### src/rtl/l2_flush_pkg.sv
// Shared types and default widths for the L2 flush/writeback arbiter.
// flush_entry_t is the default FIFO entry at default widths; the top builds its own at its parameters.
package l2_flush_pkg;

    localparam int DEFAULT_NUM_CORES = 2;
    localparam int DEFAULT_DATA_W    = 32;
    localparam int DEFAULT_TAG_W     = 24;
    localparam int DEFAULT_DEPTH     = 4;
    localparam int DEFAULT_ID_W      = $clog2(DEFAULT_NUM_CORES);
    localparam int DEFAULT_CNT_W     = $clog2(DEFAULT_DEPTH) + 1;

    typedef struct packed {
        logic [DEFAULT_DATA_W-1:0] data;
        logic [DEFAULT_TAG_W-1:0]  tag;
        logic [DEFAULT_ID_W-1:0]   core_id;
    } flush_entry_t;

endpackage

### src/rtl/l2_flush_fifo.sv
// Synchronous FIFO of flush entries with a fill-level counter.
// Storage is not reset; only pointers and count are, so head is meaningful only while count != 0.
module l2_flush_fifo
    import l2_flush_pkg::*;
#(
    parameter type entry_t = flush_entry_t,
    parameter int  DEPTH   = DEFAULT_DEPTH
) (
    input  logic                   clk,
    input  logic                   rst_n,
    input  logic                   push,
    input  entry_t                 push_entry,
    input  logic                   pop,
    output entry_t                 head,
    output logic [$clog2(DEPTH):0] count
);

    localparam int PTR_W = $clog2(DEPTH);
    localparam int CNT_W = PTR_W + 1;
    localparam logic [CNT_W-1:0] FULL_CNT = CNT_W'(DEPTH);

    entry_t           mem [DEPTH];
    logic [PTR_W-1:0] wr_ptr;
    logic [PTR_W-1:0] rd_ptr;
    logic             do_push;
    logic             do_pop;

    assign do_push = push && (count != FULL_CNT);
    assign do_pop  = pop && (count != '0);
    assign head    = mem[rd_ptr];

    always_ff @(posedge clk or negedge rst_n) begin
        if (!rst_n) begin
            wr_ptr <= '0;
            rd_ptr <= '0;
            count  <= '0;
        end else begin
            if (do_push) wr_ptr <= wr_ptr + 1'b1;
            if (do_pop)  rd_ptr <= rd_ptr + 1'b1;
            case ({do_push, do_pop})
                2'b10:   count <= count + 1'b1;
                2'b01:   count <= count - 1'b1;
                default: count <= count;
            endcase
        end
    end

    always_ff @(posedge clk) begin
        if (do_push) mem[wr_ptr] <= push_entry;
    end

endmodule

### src/rtl/l2_flush_arbiter.sv
// Round-robin arbiter collecting per-core flush requests into a FIFO drained by the L2.
// Grants are withheld while the FIFO is full, even if the L2 pops in the same cycle.
module l2_flush_arbiter
    import l2_flush_pkg::*;
#(
    parameter int NUM_CORES = DEFAULT_NUM_CORES,
    parameter int DATA_W    = DEFAULT_DATA_W,
    parameter int TAG_W     = DEFAULT_TAG_W,
    parameter int DEPTH     = DEFAULT_DEPTH
) (
    input  logic                           clk,
    input  logic                           reset,
    input  logic [NUM_CORES-1:0]           flush_valid,
    input  logic [NUM_CORES*DATA_W-1:0]    flush_data,
    input  logic [NUM_CORES*TAG_W-1:0]     flush_tag,
    output logic [NUM_CORES-1:0]           flush_ready,
    output logic [NUM_CORES-1:0]           stall_core,
    output logic                           l2_valid,
    input  logic                           l2_ready,
    output logic [DATA_W-1:0]              l2_data,
    output logic [TAG_W-1:0]               l2_tag,
    output logic [$clog2(NUM_CORES)-1:0]   l2_core_id,
    output logic [$clog2(DEPTH):0]         occupancy
);

    localparam int ID_W  = $clog2(NUM_CORES);
    localparam int CNT_W = $clog2(DEPTH) + 1;

    typedef struct packed {
        logic [DATA_W-1:0] data;
        logic [TAG_W-1:0]  tag;
        logic [ID_W-1:0]   core_id;
    } entry_t;

    logic [ID_W-1:0]      rr_ptr;
    logic [ID_W-1:0]      winner;
    logic                 found;
    logic                 full;
    logic                 push;
    logic [NUM_CORES-1:0] grant;
    logic [CNT_W-1:0]     count;
    entry_t               push_entry;
    entry_t               head;

    assign full = (count == CNT_W'(DEPTH));

    // Search upward from rr_ptr with wrap; grant is also suppressed while reset is held.
    always_comb begin
        found  = 1'b0;
        winner = '0;
        grant  = '0;
        for (int k = 0; k < NUM_CORES; k++) begin
            if (!found && flush_valid[(int'(rr_ptr) + k) % NUM_CORES]) begin
                found  = 1'b1;
                winner = ID_W'((int'(rr_ptr) + k) % NUM_CORES);
            end
        end
        if (found && !full && reset) grant[winner] = 1'b1;
    end

    assign push = |grant;

    always_comb begin
        push_entry         = '0;
        push_entry.data    = flush_data[winner*DATA_W +: DATA_W];
        push_entry.tag     = flush_tag[winner*TAG_W +: TAG_W];
        push_entry.core_id = winner;
    end

    always_ff @(posedge clk or negedge reset) begin
        if (!reset) begin
            rr_ptr <= '0;
        end else if (push) begin
            rr_ptr <= (winner == ID_W'(NUM_CORES - 1)) ? '0 : winner + 1'b1;
        end
    end

    l2_flush_fifo #(
        .entry_t (entry_t),
        .DEPTH   (DEPTH)
    ) u_fifo (
        .clk        (clk),
        .rst_n      (reset),
        .push       (push),
        .push_entry (push_entry),
        .pop        (l2_valid && l2_ready),
        .head       (head),
        .count      (count)
    );

    assign flush_ready = grant;
    assign stall_core  = reset ? (flush_valid & ~grant) : '0;
    assign l2_valid    = (count != '0);
    assign l2_data     = l2_valid ? head.data : '0;
    assign l2_tag      = l2_valid ? head.tag : '0;
    assign l2_core_id  = l2_valid ? head.core_id : '0;
    assign occupancy   = count;

endmodule

### config.mk
export PLATFORM = sky130hd
export DESIGN_NAME = l2_flush_arbiter
export DESIGN_NICKNAME = d
export VERILOG_FILES = /design/src/rtl/l2_flush_pkg.sv /design/src/rtl/l2_flush_fifo.sv /design/src/rtl/l2_flush_arbiter.sv
export SDC_FILE = /design/constraint.sdc
export NUM_CORES = 1
export LEC_CHECK = 0
export ABC_AREA = 1
export CAP_MARGIN = 20
export CORE_ASPECT_RATIO = 1.25
export CORE_MARGIN = 2
export CORE_UTILIZATION = 50
export DETAILED_ROUTE_END_ITERATION = 8
export PLACE_DENSITY = 0.84
export SKIP_CTS_REPAIR_TIMING = 1
export SYNTH_ARGS = -nofsm -noshare
export SYNTH_HDL_FRONTEND = slang
export SYNTH_SLANG_ARGS = --single-unit
export TNS_END_PERCENT = 30
### constraint.sdc
create_clock -name clk -period 4.6 [get_ports clk]
set_input_delay 0.69 -clock clk [delete_from_list [all_inputs] [get_ports clk]]
set_output_delay 0.69 -clock clk [all_outputs]
set_load 0.01 [all_outputs]
Yosys cells after proc, flatten, opt, wreduce, memory -nomap -nowiden:

Memory sizes are Yosys's and may differ from the RTL's.
Cells that the tools add are included.

* register bits: 8
* RAM bits: 228
* input bits: 117
* logic and storage cells: 57
* memories kept: 1

* $add $sub $neg: 6
* $mul: 1
* magnitude comparators: 4
* eq/ne operators: 4
* shift-type cells: 2
* multiplexer cells: 20
* bitwise operators: 3
* reductions and logical operators: 12

Memories
* u_fifo.mem: words 4, width 57, rd ports 1, clocked after Yosys merged registers in 0, wr ports 1, RTL line l2_flush_fifo.sv:22 `entry_t mem [DEPTH];`

Operators with widths (number)
* variable part select 64 x 7 -> 32 bit: 1
* variable part select 48 x 7 -> 24 bit: 1
* 2-to-1 mux 32 bit: 1
* 2-to-1 mux 24 bit: 1
* 2-to-1 mux 1 bit: 14
* logical AND 1 bit: 7
* case mux 3 bit (2 select lines): 1
* adder 2 x 1 -> 2 bit, second input constant: 2
* < comparator 1 x 2 -> 1 bit, second input constant: 2
* 2-to-1 mux 2 bit: 2
* adder 3 x 1 -> 3 bit, second input constant: 1
* equality test 3 bit, second input constant: 1
* < comparator 2 x 3 -> 1 bit, second input constant: 1
* multiplier 1 x 2 -> 3 bit, second input constant: 1
* inequality test 3 bit, second input constant: 1
* nonzero test 3 bit: 1
* subtractor 3 x 1 -> 3 bit, second input constant: 1
* adder 1 bit, second input constant: 2
* bitwise AND 2 bit: 1
* equality test 2 x 1 -> 1 bit, second input constant: 1
* equality test 2 bit, second input constant: 1
* logical NOT 1 bit: 2
* inverter 2 bit: 1
* nonzero test 2 bit: 1
* other kinds (4): 4

Longest topological paths before layout:

Gate-level depths: netlist of run 1.

* depth in word-level cells: 16
* gate-level depth with buffers: 12

Hierarchy:

Synthesis of run 1 repeated with hierarchy kept, for this count alone.

* cell total of the unflattened synthesis: 1048
* area total of the unflattened synthesis: 10906.7 um^2

Modules (own cells, without submodules)
* l2_flush_fifo: instances 1, cells an instance 725, area each 9611.7 um^2, sequential area each 7021.7 um^2
* l2_flush_arbiter: instances 1, cells an instance 323, area each 1295.0 um^2, sequential area each 25.0 um^2

Worst setup path after synthesis of run 1:

Ideal clock, no wire load.

* path type: input to register
* start point: input port flush_valid[1]
* end point: memory u_fifo.mem[0][0] in the netlist's numbering (enable)
* setup time: 0.472 ns
* arrival time: 3.457 ns
* data required time: 4.128 ns
* setup slack: 0.672 ns
* stages on the path: 5
* cell sequence: nand2_1 nand2_1 nand2_1 buf_2 nor2_1

* word-level cells in the longest chain between the ends: 15
* elaborated cells between the ends (all ways): 23

RTL lines
* start, declared: RTL line l2_flush_arbiter.sv:13 `input logic [NUM_CORES-1:0] flush_valid,`
* 2-to-1 mux 1 bit (implied by the code) (2 in series): RTL line l2_flush_arbiter.sv:53 `if (!found && flush_valid[(int'(rr_ptr) + k) % NUM_CORES]) begin`
* 2-to-1 mux 1 bit: RTL line l2_flush_arbiter.sv:53
* logical NOT 1 bit: RTL line l2_flush_arbiter.sv:53
* logical AND 1 bit: RTL line l2_flush_arbiter.sv:53
* 2-to-1 mux 1 bit: RTL line l2_flush_arbiter.sv:53
* < comparator 1 x 2 -> 1 bit (implied by the code) / >= comparator 1 bit (equally long branches): RTL line l2_flush_arbiter.sv:58 `if (found && !full && reset) grant[winner] = 1'b1;`
* logical AND 1 bit (implied by the code): RTL line l2_flush_arbiter.sv:58
* 2-to-1 mux 1 bit (implied by the code): RTL line l2_flush_arbiter.sv:58
* demux 1 bit (select 1 bit): RTL line l2_flush_arbiter.sv:58
* 2-to-1 mux 2 bit *: RTL line l2_flush_arbiter.sv:58
* OR reduction 2 bit *: RTL line l2_flush_arbiter.sv:61 `assign push = |grant;`
* logical AND 1 bit *: RTL line l2_flush_fifo.sv:28 `assign do_push = push && (count != FULL_CNT);`
* 2-to-1 mux 1 bit *: RTL line l2_flush_fifo.sv:49 `if (do_push) mem[wr_ptr] <= push_entry;`
* 2-to-1 mux 1 bit (implied by the code) *: RTL line l2_flush_fifo.sv:49
* end, declared: RTL line l2_flush_fifo.sv:22

Mark *: on every way between the ends. The rest lies on a longest branch, timed or not. The select of a mux whose other input is x is not followed.

Worst setup path after layout of run 1:

* start point: register u_fifo.rd_ptr[0]
* end point: output port l2_tag[10]

* word-level cells in the longest chain between the ends: 2

RTL lines
* start, declared: RTL line l2_flush_fifo.sv:24 `logic [PTR_W-1:0] rd_ptr;`
* start signal, assigned: RTL line l2_flush_fifo.sv:39 `if (do_pop) rd_ptr <= rd_ptr + 1'b1;`
* memory read (4 x 57 bit)
* 2-to-1 mux 24 bit: RTL line l2_flush_arbiter.sv:95 `assign l2_tag = l2_valid ? head.tag : '0;`
* end, declared: RTL line l2_flush_arbiter.sv:21 `output logic [TAG_W-1:0] l2_tag,`

Every way passes these cells.

==> results of run 1 <==
[through the flow]
| stage | cell area, um2 | std cells | hold WS (ns) |
|---|---|---|---|
| 2_1_floorplan | 10900 | 1152 | 0.394 |
| 5_1_grt | 13700 | 1609 | 0.510 |
| 4_1_cts | 13700 | 1609 | 0.494 |
| 3_5_place_dp | 12900 | 1569 | 0.481 |
| 3_3_place_gp | 12900 | 1569 | 0.473 |
| 6_report | 13700 | 1609 | 0.498 |
[per-layer routing]
layer | GRT usage, % | vias up
li1 | - | 3920
met1 | 23.9 | 3626
met2 | 37.7 | 243
met3 | 3.11 | 45
met4 | 7.56 | 0
met5 | 0 | -
[worst min path at each step]
stage | from | endpoint | slack, ns | cells after the start
floorplan | reset | rr_ptr | 0.39 | 0
global placement | rr_ptr | rr_ptr | 0.47 | 2
detailed placement | rr_ptr | rr_ptr | 0.48 | 2
CTS | reset | u_fifo.count[0] | 0.49 | 1
global route | reset | u_fifo.count[0] | 0.51 | 1
finish | reset | u_fifo.count[2] | 0.50 | 1
[synth_stat cells, drive strengths merged]
library cell | n | area share [%]
nor2 | 8 | 0.28
fa | 1 | 0.18
xnor2 | 2 | 0.16
dfrtp | 8 | 1.8
nand3 | 120 | 5.5
edfxtp | 228 | 63
nand4 | 1 | 0.057
inv | 246 | 8.5
ha | 5 | 0.57
clkbuf | 17 | 0.58
o21ai | 3 | 0.14
buf | 40 | 2.5
nand2 | 416 | 14
a21oi | 57 | 2.6
[state kept, by name (all words and copies together) (netlist names)]
| name | flops |
|---|---|
| u_fifo.mem | 228 |
| u_fifo.wr_ptr | 2 |
| u_fifo.rd_ptr | 2 |
| u_fifo.count | 3 |
| rr_ptr | 1 |
[power by group through the flow]
| stage | combinational, mW | sequential, mW | clock (mW) |
|---|---|---|---|
| after floorplan | 2.01 | 3.03 | 0 |
| after global placement | 3.41 | 3.08 | 0 |
| after detailed placement | 3.48 | 3.10 | 0 |
| after CTS | 3.50 | 3.05 | 1.80 |
| after global routing | 3.79 | 3.09 | 1.88 |
| final | 3.46 | 3.06 | 1.78 |
[cell families after synthesis]
| kind of cell | count (synthesis) | share of synthesized area, % |
|---|---|---|
| buf+inv | 303 | 11.6 |
| fa+ha+maj | 6 | 0.757 |
| compound gates | 60 | 2.75 |
| flops | 236 | 64.6 |
| xor+xnor | 2 | 0.161 |
| simple gates | 545 | 20.2 |
[area by class of cell]
cell class	count	share of cell area [%]
Sequential cell	236	51.6
Multi-Input combinational cell	613	19.3
Timing Repair Buffer	195	14.5
Inverter	246	6.77
Clock buffer	28	4.42
Tap cell	279	2.56
Clock inverter	12	0.843
==> key figures, run 1 <==
Floorplanning
  • Die Ht: 169 um
  • Ports: 182
  • Core box area: 21500 um2
  • Number of core rows: 60
  • Die area: 23000 um2
  • Initial Util: 50.8%
  • Die width: 136 um

Timing
  • Slew Limit Fails: 0
  • Tmin final: 4.20 ns
  • # setup viols final: 0
  • RSZ-0062 raised after global routing: no
  • Max Freq: 238 MHz
  • Fin crit share: 91.3%
  • Clock Skew: 0.0167 ns
  • Fin. Hold Viols: 0
  • Final worst slack: 0.400 ns
  • Setup tns final: 0 ns
  • Worst-margin pin slew: 0.926 ns
  • Relative slew slack: 38.2%

Route
  • WL met2: 12.6 mm
  • DRC: 0
  • Vias: 7834
  • Antenna Nets Post-Route: 0
  • DR pass1 iterations: 5
  • Met1 WL: 9.46 mm
  • Top layer in use: met4
  • Starting DRC count in detailed routing: 624
  • Post-Route WL: 23.9 mm
  • DR WL/cell: 14.9 um
  • Met3 Wirelength: 1.29 mm
  • Vias per Instance: 4.87

Finish
  • Commonest non-fill, non-tap cells in the layout: nand2_1 (415), inv_1 (242), edfxtp_1 (228), clkdlybuf4s50_1 (181), nand3_1 (119)
  • Number of diodes: 0
  • Footprint of the multi-input gates: 2640 um2
  • Area Overhead vs Synth: 25.2%
  • Fillers: 1683
  • Register area: 7050 um2
  • Commonest non-fill, non-tap cell in the layout: nand2_1
  • Layout Nets: 1437
  • Core Util, Final: 63.6%
  • Layout cells sized above 1: 4.51%

Critical path
  • Startpoint of the worst register-to-register path: u_fifo.count[0]
  • Critical Path Fanout Max: 59
  • Crit-path cells: clkinv_2 > buf_12 > nand2_1 > nand3_1 > a21oi_1 > clkdlybuf4s50_1
  • Worst R2R Setup Slack: 2.29 ns
  • RR Endpoint: u_fifo.count[2]
  • Cell family with most CP delay: buffers and inverters
  • Largest stage delay, worst path: 0.82 ns
  • CP Capture Type: primary output
  • Worst reg2reg path depth: 10
  • WP depth: 6
  • WS Path Type: flop to primary output
  • CP Capture Point: l2_tag[10]
  • Worst Path Arrival: 3.51 ns
  • Crit path from: u_fifo.rd_ptr[0]
  • Crit path buf inv count: 3
  • Worst EP required: 3.91 ns
  • Highest-delay cell along the critical path: dfrtp_4
  • Startpoint types: flop

Global route
  • GRT overflow: 0
  • Initial antenna violation count: 0
  • First-pass GRT wire length: 37.2 mm
  • GRT Resource Usage Total: 20.5%
  • Largest net degree at the start of global routing: 65
  • Vias in the first global route: 7805

Pwr
  • Sequential share of power: 36.8%
  • Sw Pwr: 2.92 mW
  • Sw Share: 35.2%
  • Clock network power share: 21.4%
  • Pwr Total: 8.30 mW
  • Pleak: 6.06 nW
  • Max VDD drop: 528 uV
  • Power Internal: 5.37 mW
  • Logic pwr share: 41.7%
  • Power Dens Cells: 607 nW/um2

Placement
  • Final GP Congestion: 0.771
  • HPWL Detailed: 14.6 mm
  • Setup WS pre-CTS: 0.938 ns
  • PortBufs: 181

Logic synthesis
  • Mapped Avg Cell Area: 9.47 um2
  • Net Count, Synth: 1275
  • Synth warnings: 0
  • Count of cell types in the netlist: 19
  • Syn Std Cell Area: 10900 um2
  • Yosys reg bits: 236
  • Sequential share of the synthesized area: 64.6%
  • Mapped Cells: 1152

Run
  • Max cap viols: 0

CTS
  • Clock Sinks: 236
  • CTS buffer count: 22
  • Root Buffer: clkbuf_16
  • Clock transition at the registers of the reported paths: 0.07 ns
  • H-tree depth: 1
  • CTS tree: yes
  • Clock insertion delay at the later pin of the skew report: 0.50 ns
  • Clock Tree Buf Depth: 3

Run status
  • Outcome: finished, final reports clean

Hold path
  • Hold Path Class: input pin to asynchronous set/reset pin
No activity file was read; power rests on OpenSTA's default activity.
==> run 2: changes to the inputs <==
--- a/config.mk
+++ b/config.mk
@@ -8,7 +8,7 @@
 export ABC_AREA = 1
 export CAP_MARGIN = 20
 export CORE_ASPECT_RATIO = 1.25
-export CORE_MARGIN = 2
+export CORE_MARGIN = 1
 export CORE_UTILIZATION = 50
 export DETAILED_ROUTE_END_ITERATION = 8
 export PLACE_DENSITY = 0.84
==> run 2 against run 1 <==
Effect of this change:
- total power is 0.47% lower
- combinational power hardly changed
- flip-flop and latch count stayed put
- register-to-register slack better by 0.04 ns
- first-iteration DRC count is 10% lower
- fmax is 11% higher
- worst setup slack better by 0.43 ns
==> key figures, run 2 (synthesized netlist as in run 1, its figures left out) <==
Run status
  • Outcome: finished, final reports clean (unchanged)

Critical path
  • Worst Path Arrival: 3.08 ns (was 3.51 ns)
  • Highest-delay cell along the critical path: dfrtp_4 (unchanged)
  • WS Path Type: flop to primary output (unchanged)
  • Crit path buf inv count: 3 (unchanged)
  • Largest stage delay, worst path: 0.60 ns (was 0.82 ns)
  • CP Capture Type: primary output (unchanged)
  • Startpoint types: flop (unchanged)
  • Critical Path Fanout Max: 37 (was 59)
  • Cell family with most CP delay: buffers and inverters (unchanged)
  • Worst EP required: 3.91 ns (about the same)
  • Crit-path cells: clkinv_2 > buf_4 > nand2_1 > nand3_1 > a21oi_1 > clkdlybuf4s50_1 (was clkinv_2 > buf_12 > nand2_1 > nand3_1 > a21oi_1 > clkdlybuf4s50_1)

Placement
  • PortBufs: 181 (unchanged)
  • Final GP Congestion: 0.722 (was 0.771)
  • Placed cell areas: 12900 um2 (about the same)
  • HPWL Detailed: 14.3 mm (was 14.6 mm)

Floorplanning
  • Core box area: 21500 um2 (unchanged)
  • Die width: 134 um (was 136 um)
  • Initial Util: 50.8% (unchanged)
  • Number of core rows: 60 (unchanged)
  • Ports: 182 (unchanged)
  • Die area: 22400 um2 (was 23000 um2)
  • Die Ht: 167 um (was 169 um)

Pwr
  • Clock network power share: 21.3% (was 21.4%)
  • Sequential share of power: 36.6% (was 36.8%)
  • Sw Pwr: 2.95 mW (was 2.92 mW)
  • Power Dens Cells: 608 nW/um2 (was 607 nW/um2)
  • Pleak: 6.04 nW (was 6.06 nW)
  • Logic pwr share: 42.2% (was 41.7%)
  • Max VDD drop: 444 uV (was 528 uV)
  • Power Internal: 5.31 mW (was 5.37 mW)
  • Sw Share: 35.7% (was 35.2%)

Global route
  • Initial antenna violation count: 0 (unchanged)
  • First-pass GRT wire length: 38.7 mm (was 37.2 mm)
  • Vias in the first global route: 8010 (was 7805)
  • Largest net degree at the start of global routing: 95 (was 65)
  • GRT Resource Usage Total: 22.0% (was 20.5%)
  • GRT overflow: 0 (unchanged)

CTS
  • CTS tree: yes (unchanged)
  • H-tree depth: 1 (unchanged)
  • Clock Tree Buf Depth: 3 (unchanged)
  • Clock insertion delay at the later pin of the skew report: 0.49 ns (was 0.50 ns)
  • CTS buffer count: 22 (unchanged)
  • Clock Sinks: 236 (unchanged)
  • Root Buffer: clkbuf_16 (unchanged)
  • Clock transition at the registers of the reported paths: 0.06 ns (was 0.07 ns)

Route
  • Vias per Instance: 4.88 (was 4.87)
  • DRC: 0 (unchanged)
  • Starting DRC count in detailed routing: 559 (was 624)
  • DR pass1 iterations: 5 (unchanged)
  • Antenna Nets Post-Route: 0 (unchanged)
  • Post-Route WL: 24.3 mm (was 23.9 mm)
  • Vias: 7848 (was 7834)
  • DR WL/cell: 15.1 um (was 14.9 um)

Finish
  • Commonest non-fill, non-tap cell in the layout: nand2_1 (unchanged)
  • Layout Nets: 1435 (was 1437)
  • Most flops, register: u_fifo.mem (unchanged)
  • Layout cells sized above 1: 4.22% (was 4.51%)
  • Final instance area: 13600 um2 (was 13700 um2)
  • Core Util, Final: 63.2% (was 63.6%)
  • Commonest non-fill, non-tap cells in the layout: nand2_1 (415), inv_1 (242), edfxtp_1 (228), clkdlybuf4s50_1 (181), nand3_1 (119) (unchanged)
  • Max reg flops: 228 (unchanged)
  • Number of diodes: 0 (unchanged)
  • Largest regs: u_fifo.mem x228, u_fifo.count x3 (unchanged)
  • Area Overhead vs Synth: 24.4% (was 25.2%)

Timing
  • # setup viols final: 0 (unchanged)
  • Relative slew slack: 31.7% (was 38.2%)
  • Fin. Hold Viols: 0 (unchanged)
  • Clock Skew: 0.00817 ns (was 0.0167 ns)
  • Tmin final: 3.77 ns (was 4.20 ns)
  • Max Freq: 265 MHz (was 238 MHz)
  • Fin crit share: 82.0% (was 91.3%)
  • Hold slack: 0.488 ns (was 0.498 ns)
  • Worst-margin pin slew: 1.02 ns (was 0.926 ns)
  • RSZ-0062 raised after global routing: no (unchanged)
  • Slew Limit Fails: 0 (unchanged)
  • Setup tns final: 0 ns (unchanged)

Hold path
  • Hold Path Class: flop to flop (was input pin to asynchronous set/reset pin)

Run
  • Max cap viols: 0 (unchanged)
==> run 2: worst paths after layout <==
check	slack (ns)	start	to	cells past startpoint
min in group asynchronous	0.50	reset	u_fifo.count[0]	1
max in group asynchronous	3.76	reset	u_fifo.rd_ptr[0]	1
max reg2reg	2.33	u_fifo.count[1]	u_fifo.mem[2][16]	5
max	0.83	u_fifo.rd_ptr[0]	l2_tag[10]	6
min reg2reg	0.49	rr_ptr	rr_ptr	2
min	0.49	rr_ptr	rr_ptr	2
==> run 2: area by class of cell <==
type / count / area (um2)
fill: 1662 / 7890
sequential: 236 / 7050
multi-input combinational: 613 / 2640
timing repair buffer: 193 / 1910
inverter: 246 / 925
clock buffer: 29 / 618
tap: 279 / 349
clock inverter: 11 / 83.8
==> run 2: worst register-to-register path: stages (launching register included) <==
cell and delay (ns):
dfrtp_1 0.38, inv_1 0.10, nand3_1 0.15, nand2_1 0.34
nor2_4 0.17, buf_4 0.68
==> run 2: stage by stage <==
stage / std cells / setup WS [ns] / total power, mW
finish: 1607 / 0.829 / 8.26
global route: 1607 / 0.673 / 8.75
CTS: 1607 / 0.834 / 8.31
detailed placement: 1567 / 1.04 / 6.55
global placement: 1567 / 1.07 / 6.45
floorplan: 1152 / 0.672 / 5.04
==> run 2: power by group through the flow <==
stage / logic (mW) / clock network (mW) / registers, mW
3_3_place_gp: 3.40 / 0 / 3.05
3_5_place_dp: 3.48 / 0 / 3.06
5_1_grt: 3.83 / 1.86 / 3.06
2_1_floorplan: 2.01 / 0 / 3.03
4_1_cts: 3.51 / 1.78 / 3.02
6_report: 3.48 / 1.76 / 3.02
==> run 2: metal layers <==
layer / GRT usage, % / wire length, um / share of wire (%)
met1: 25.7 / 9360 / 39
met2: 40.4 / 12800 / 53
met3: 3.33 / 1440 / 5.9
met4: 8.55 / 697 / 2.9
met5: 0 / 0 / 0
==> run 3: changes to the inputs <==
--- a/config.mk
+++ b/config.mk
@@ -9,7 +9,7 @@
 export CAP_MARGIN = 20
 export CORE_ASPECT_RATIO = 1.25
 export CORE_MARGIN = 1
-export CORE_UTILIZATION = 50
+export CORE_UTILIZATION = 48
 export DETAILED_ROUTE_END_ITERATION = 8
 export PLACE_DENSITY = 0.84
 export SKIP_CTS_REPAIR_TIMING = 1
==> constraint.sdc (replaced) <==
create_clock -name clk -period 3.4 [get_ports clk]
set_input_delay 0.51 -clock clk [delete_from_list [all_inputs] [get_ports clk]]
set_output_delay 0.51 -clock clk [all_outputs]
set_load 0.01 [all_outputs]
==> run 3 against run 2 <==
Effect of this change:
- cell count is 0.93% higher
- non-clock buffer count is 11 higher
- combinational power is 38% higher
- flip-flop and latch count stayed put
- first-iteration DRC count is 9.3% lower
- total power is 38% higher
- largest power group unchanged
==> key figures, run 3 (synthesized netlist as in run 1, its figures left out) <==
Run status
  • Outcome: finished, final reports clean (unchanged)

Placement
  • Placed cell areas: 13000 um2 (was 12900 um2)
  • HPWL Detailed: 15.3 mm (was 14.3 mm)
  • Dpl cells: 1582 (was 1567)
  • Final GP Congestion: 0.741 (was 0.722)
  • PortBufs: 181 (unchanged)

Finish
  • Most flops, register: u_fifo.mem (unchanged)
  • Commonest non-fill, non-tap cells in the layout: nand2_1 (415), inv_1 (242), edfxtp_1 (228), clkdlybuf4s50_1 (181), nand3_1 (119) (unchanged)
  • Layout cells sized above 1: 4.85% (was 4.22%)
  • Final std cells w/o fill: 1622 (was 1607)
  • Commonest non-fill, non-tap cell in the layout: nand2_1 (unchanged)
  • Max reg flops: 228 (unchanged)
  • Final instance area: 13700 um2 (was 13600 um2)
  • Largest regs: u_fifo.mem x228, u_fifo.count x3 (unchanged)
  • Layout Nets: 1447 (was 1435)
  • Number of diodes: 0 (unchanged)
  • Area Overhead vs Synth: 25.8% (was 24.4%)

Timing
  • # setup viols final: 0 (unchanged)
  • Setup tns final: 0 ns (unchanged)
  • Slew Limit Fails: 0 (unchanged)
  • Clock Skew: 0.00772 ns (was 0.00817 ns)
  • Relative slew slack: 53.2% (was 31.7%)
  • RSZ-0062 raised after global routing: no (unchanged)
  • Worst-margin pin slew: 0.702 ns (was 1.02 ns)
  • Max Freq: 311 MHz
  • Fin crit share: 94.6%
  • Hold slack: 0.293 ns (was 0.488 ns)
  • Fin. Hold Viols: 0 (unchanged)
  • Tmin final: 3.22 ns

CTS
  • Root Buffer: clkbuf_16 (unchanged)
  • Clock Sinks: 236 (unchanged)
  • Clock Tree Buf Depth: 3 (unchanged)
  • Clock insertion delay at the later pin of the skew report: 0.51 ns (was 0.49 ns)
  • H-tree depth: 1 (unchanged)
  • CTS buffer count: 23 (was 22)
  • Clock transition at the registers of the reported paths: 0.06 ns (about the same)
  • CTS tree: yes (unchanged)

Route
  • Post-Route WL: 24.8 mm (was 24.3 mm)
  • DRC: 0 (unchanged)
  • Antenna Nets Post-Route: 0 (unchanged)
  • DR WL/cell: 15.3 um (was 15.1 um)
  • Vias: 7991 (was 7848)
  • DR pass1 iterations: 5 (unchanged)
  • Vias per Instance: 4.93 (was 4.88)
  • Starting DRC count in detailed routing: 507 (was 559)

Pwr
  • Power Dens Cells: 832 nW/um2 (was 608 nW/um2)
  • Max VDD drop: 540 uV (was 444 uV)
  • Pwr Total: 11.4 mW (was 8.26 mW)
  • Pleak: 6.11 nW (was 6.04 nW)

Floorplanning
  • Die width: 137 um (was 134 um)
  • Number of core rows: 61 (was 60)
  • Ports: 182 (unchanged)
  • Core box area: 22300 um2 (was 21500 um2)
  • Initial Util: 49.0% (was 50.8%)
  • Die Ht: 171 um (was 167 um)
  • Die area: 23300 um2 (was 22400 um2)

Critical path
  • WS Path Type: flop to primary output (unchanged)
  • Worst R2R Setup Slack: 1.30 ns (was 2.33 ns)
  • RR Endpoint: u_fifo.count[2] (was u_fifo.mem[2][16])
  • Largest stage delay, worst path: 0.65 ns (was 0.60 ns)
  • Critical Path Fanout Max: 49 (was 37)
  • Worst Path Arrival: 2.71 ns (was 3.08 ns)
  • Highest-delay cell along the critical path: dfrtp_4 (unchanged)
  • Worst EP required: 2.89 ns (was 3.91 ns)
  • Crit-path cells: inv_6 > buf_12 > nand2_1 > nand3_1 > a21oi_1 > clkdlybuf4s50_1 (was clkinv_2 > buf_4 > nand2_1 > nand3_1 > a21oi_1 > clkdlybuf4s50_1)
  • Worst reg2reg path depth: 11 (was 5)
  • Startpoint of the worst register-to-register path: u_fifo.count[1] (unchanged)
  • Startpoint types: flop (unchanged)
  • CP Capture Type: primary output (unchanged)

Global route
  • Largest net degree at the start of global routing: 91 (was 95)
  • Vias in the first global route: 8039 (was 8010)
  • Initial antenna violation count: 0 (unchanged)
  • GRT overflow: 0 (unchanged)
  • GRT Resource Usage Total: 21.6% (was 22.0%)
  • First-pass GRT wire length: 38.5 mm (was 38.7 mm)

Run
  • Max cap viols: 0 (unchanged)

Hold path
  • Hold Path Class: input pin to asynchronous set/reset pin (was flop to flop)
run 3: critical path, delay by kind of cell, from the launching register on:
family / cells / cell delay (ns)
buffers and inverters: 3 / 1.08
AO/OA/AOI/OAI: 1 / 0.26
flip-flops: 1 / 0.65
AND/OR/NAND/NOR: 2 / 0.14
run 3: layout make-up:
class                   count  area (um2)
clock buffers              28         604
clock inverters            12         134
fillers                  1748        8560
inverters                 246         928
multi-input cells         613        2640
flip-flops and latches    236        7050
well taps                 283         354
repair buffers            204        2010
run 3: routing by layer:
metal | vias to the layer above | wire length (um) | track usage [%]
met5 | - | 0 | 0
met4 | 0 | 1010 | 10.5
met3 | 71 | 1500 | 3.38
met2 | 275 | 13000 | 39.0
met1 | 3710 | 9290 | 24.6
li1 | 3935 | - | -
run 3: worst max-delay path by stage:
stage | start | endpoint | cells past startpoint
6_report | u_fifo.rd_ptr[0] | l2_data[18] | 6
5_1_grt | u_fifo.rd_ptr[0] | l2_data[24] | 6
4_1_cts | u_fifo.rd_ptr[0] | l2_data[8] | 5
3_5_place_dp | u_fifo.rd_ptr[0] | l2_core_id | 5
3_3_place_gp | u_fifo.rd_ptr[0] | l2_tag[11] | 5
2_1_floorplan | flush_valid[1] | u_fifo.mem[0][0] | 5
run 3: metrics by stage:
stage                     utilization (%)  setup WS (ns)
after global placement               58.2          0.625
after floorplan                         -         -0.348
final                                61.6          0.184
after CTS                            61.5       -0.00311
after detailed placement             58.2          0.555
after global routing                 61.6         0.0373
run 3: power by group:
group / total (mW) / switching (mW) / internal, mW
Clock: 2.52 / 1.03 / 1.49
Combinational: 4.80 / 2.81 / 1.99
Sequential: 4.10 / 0.201 / 3.90
Total: 11.4 / 4.04 / 7.38
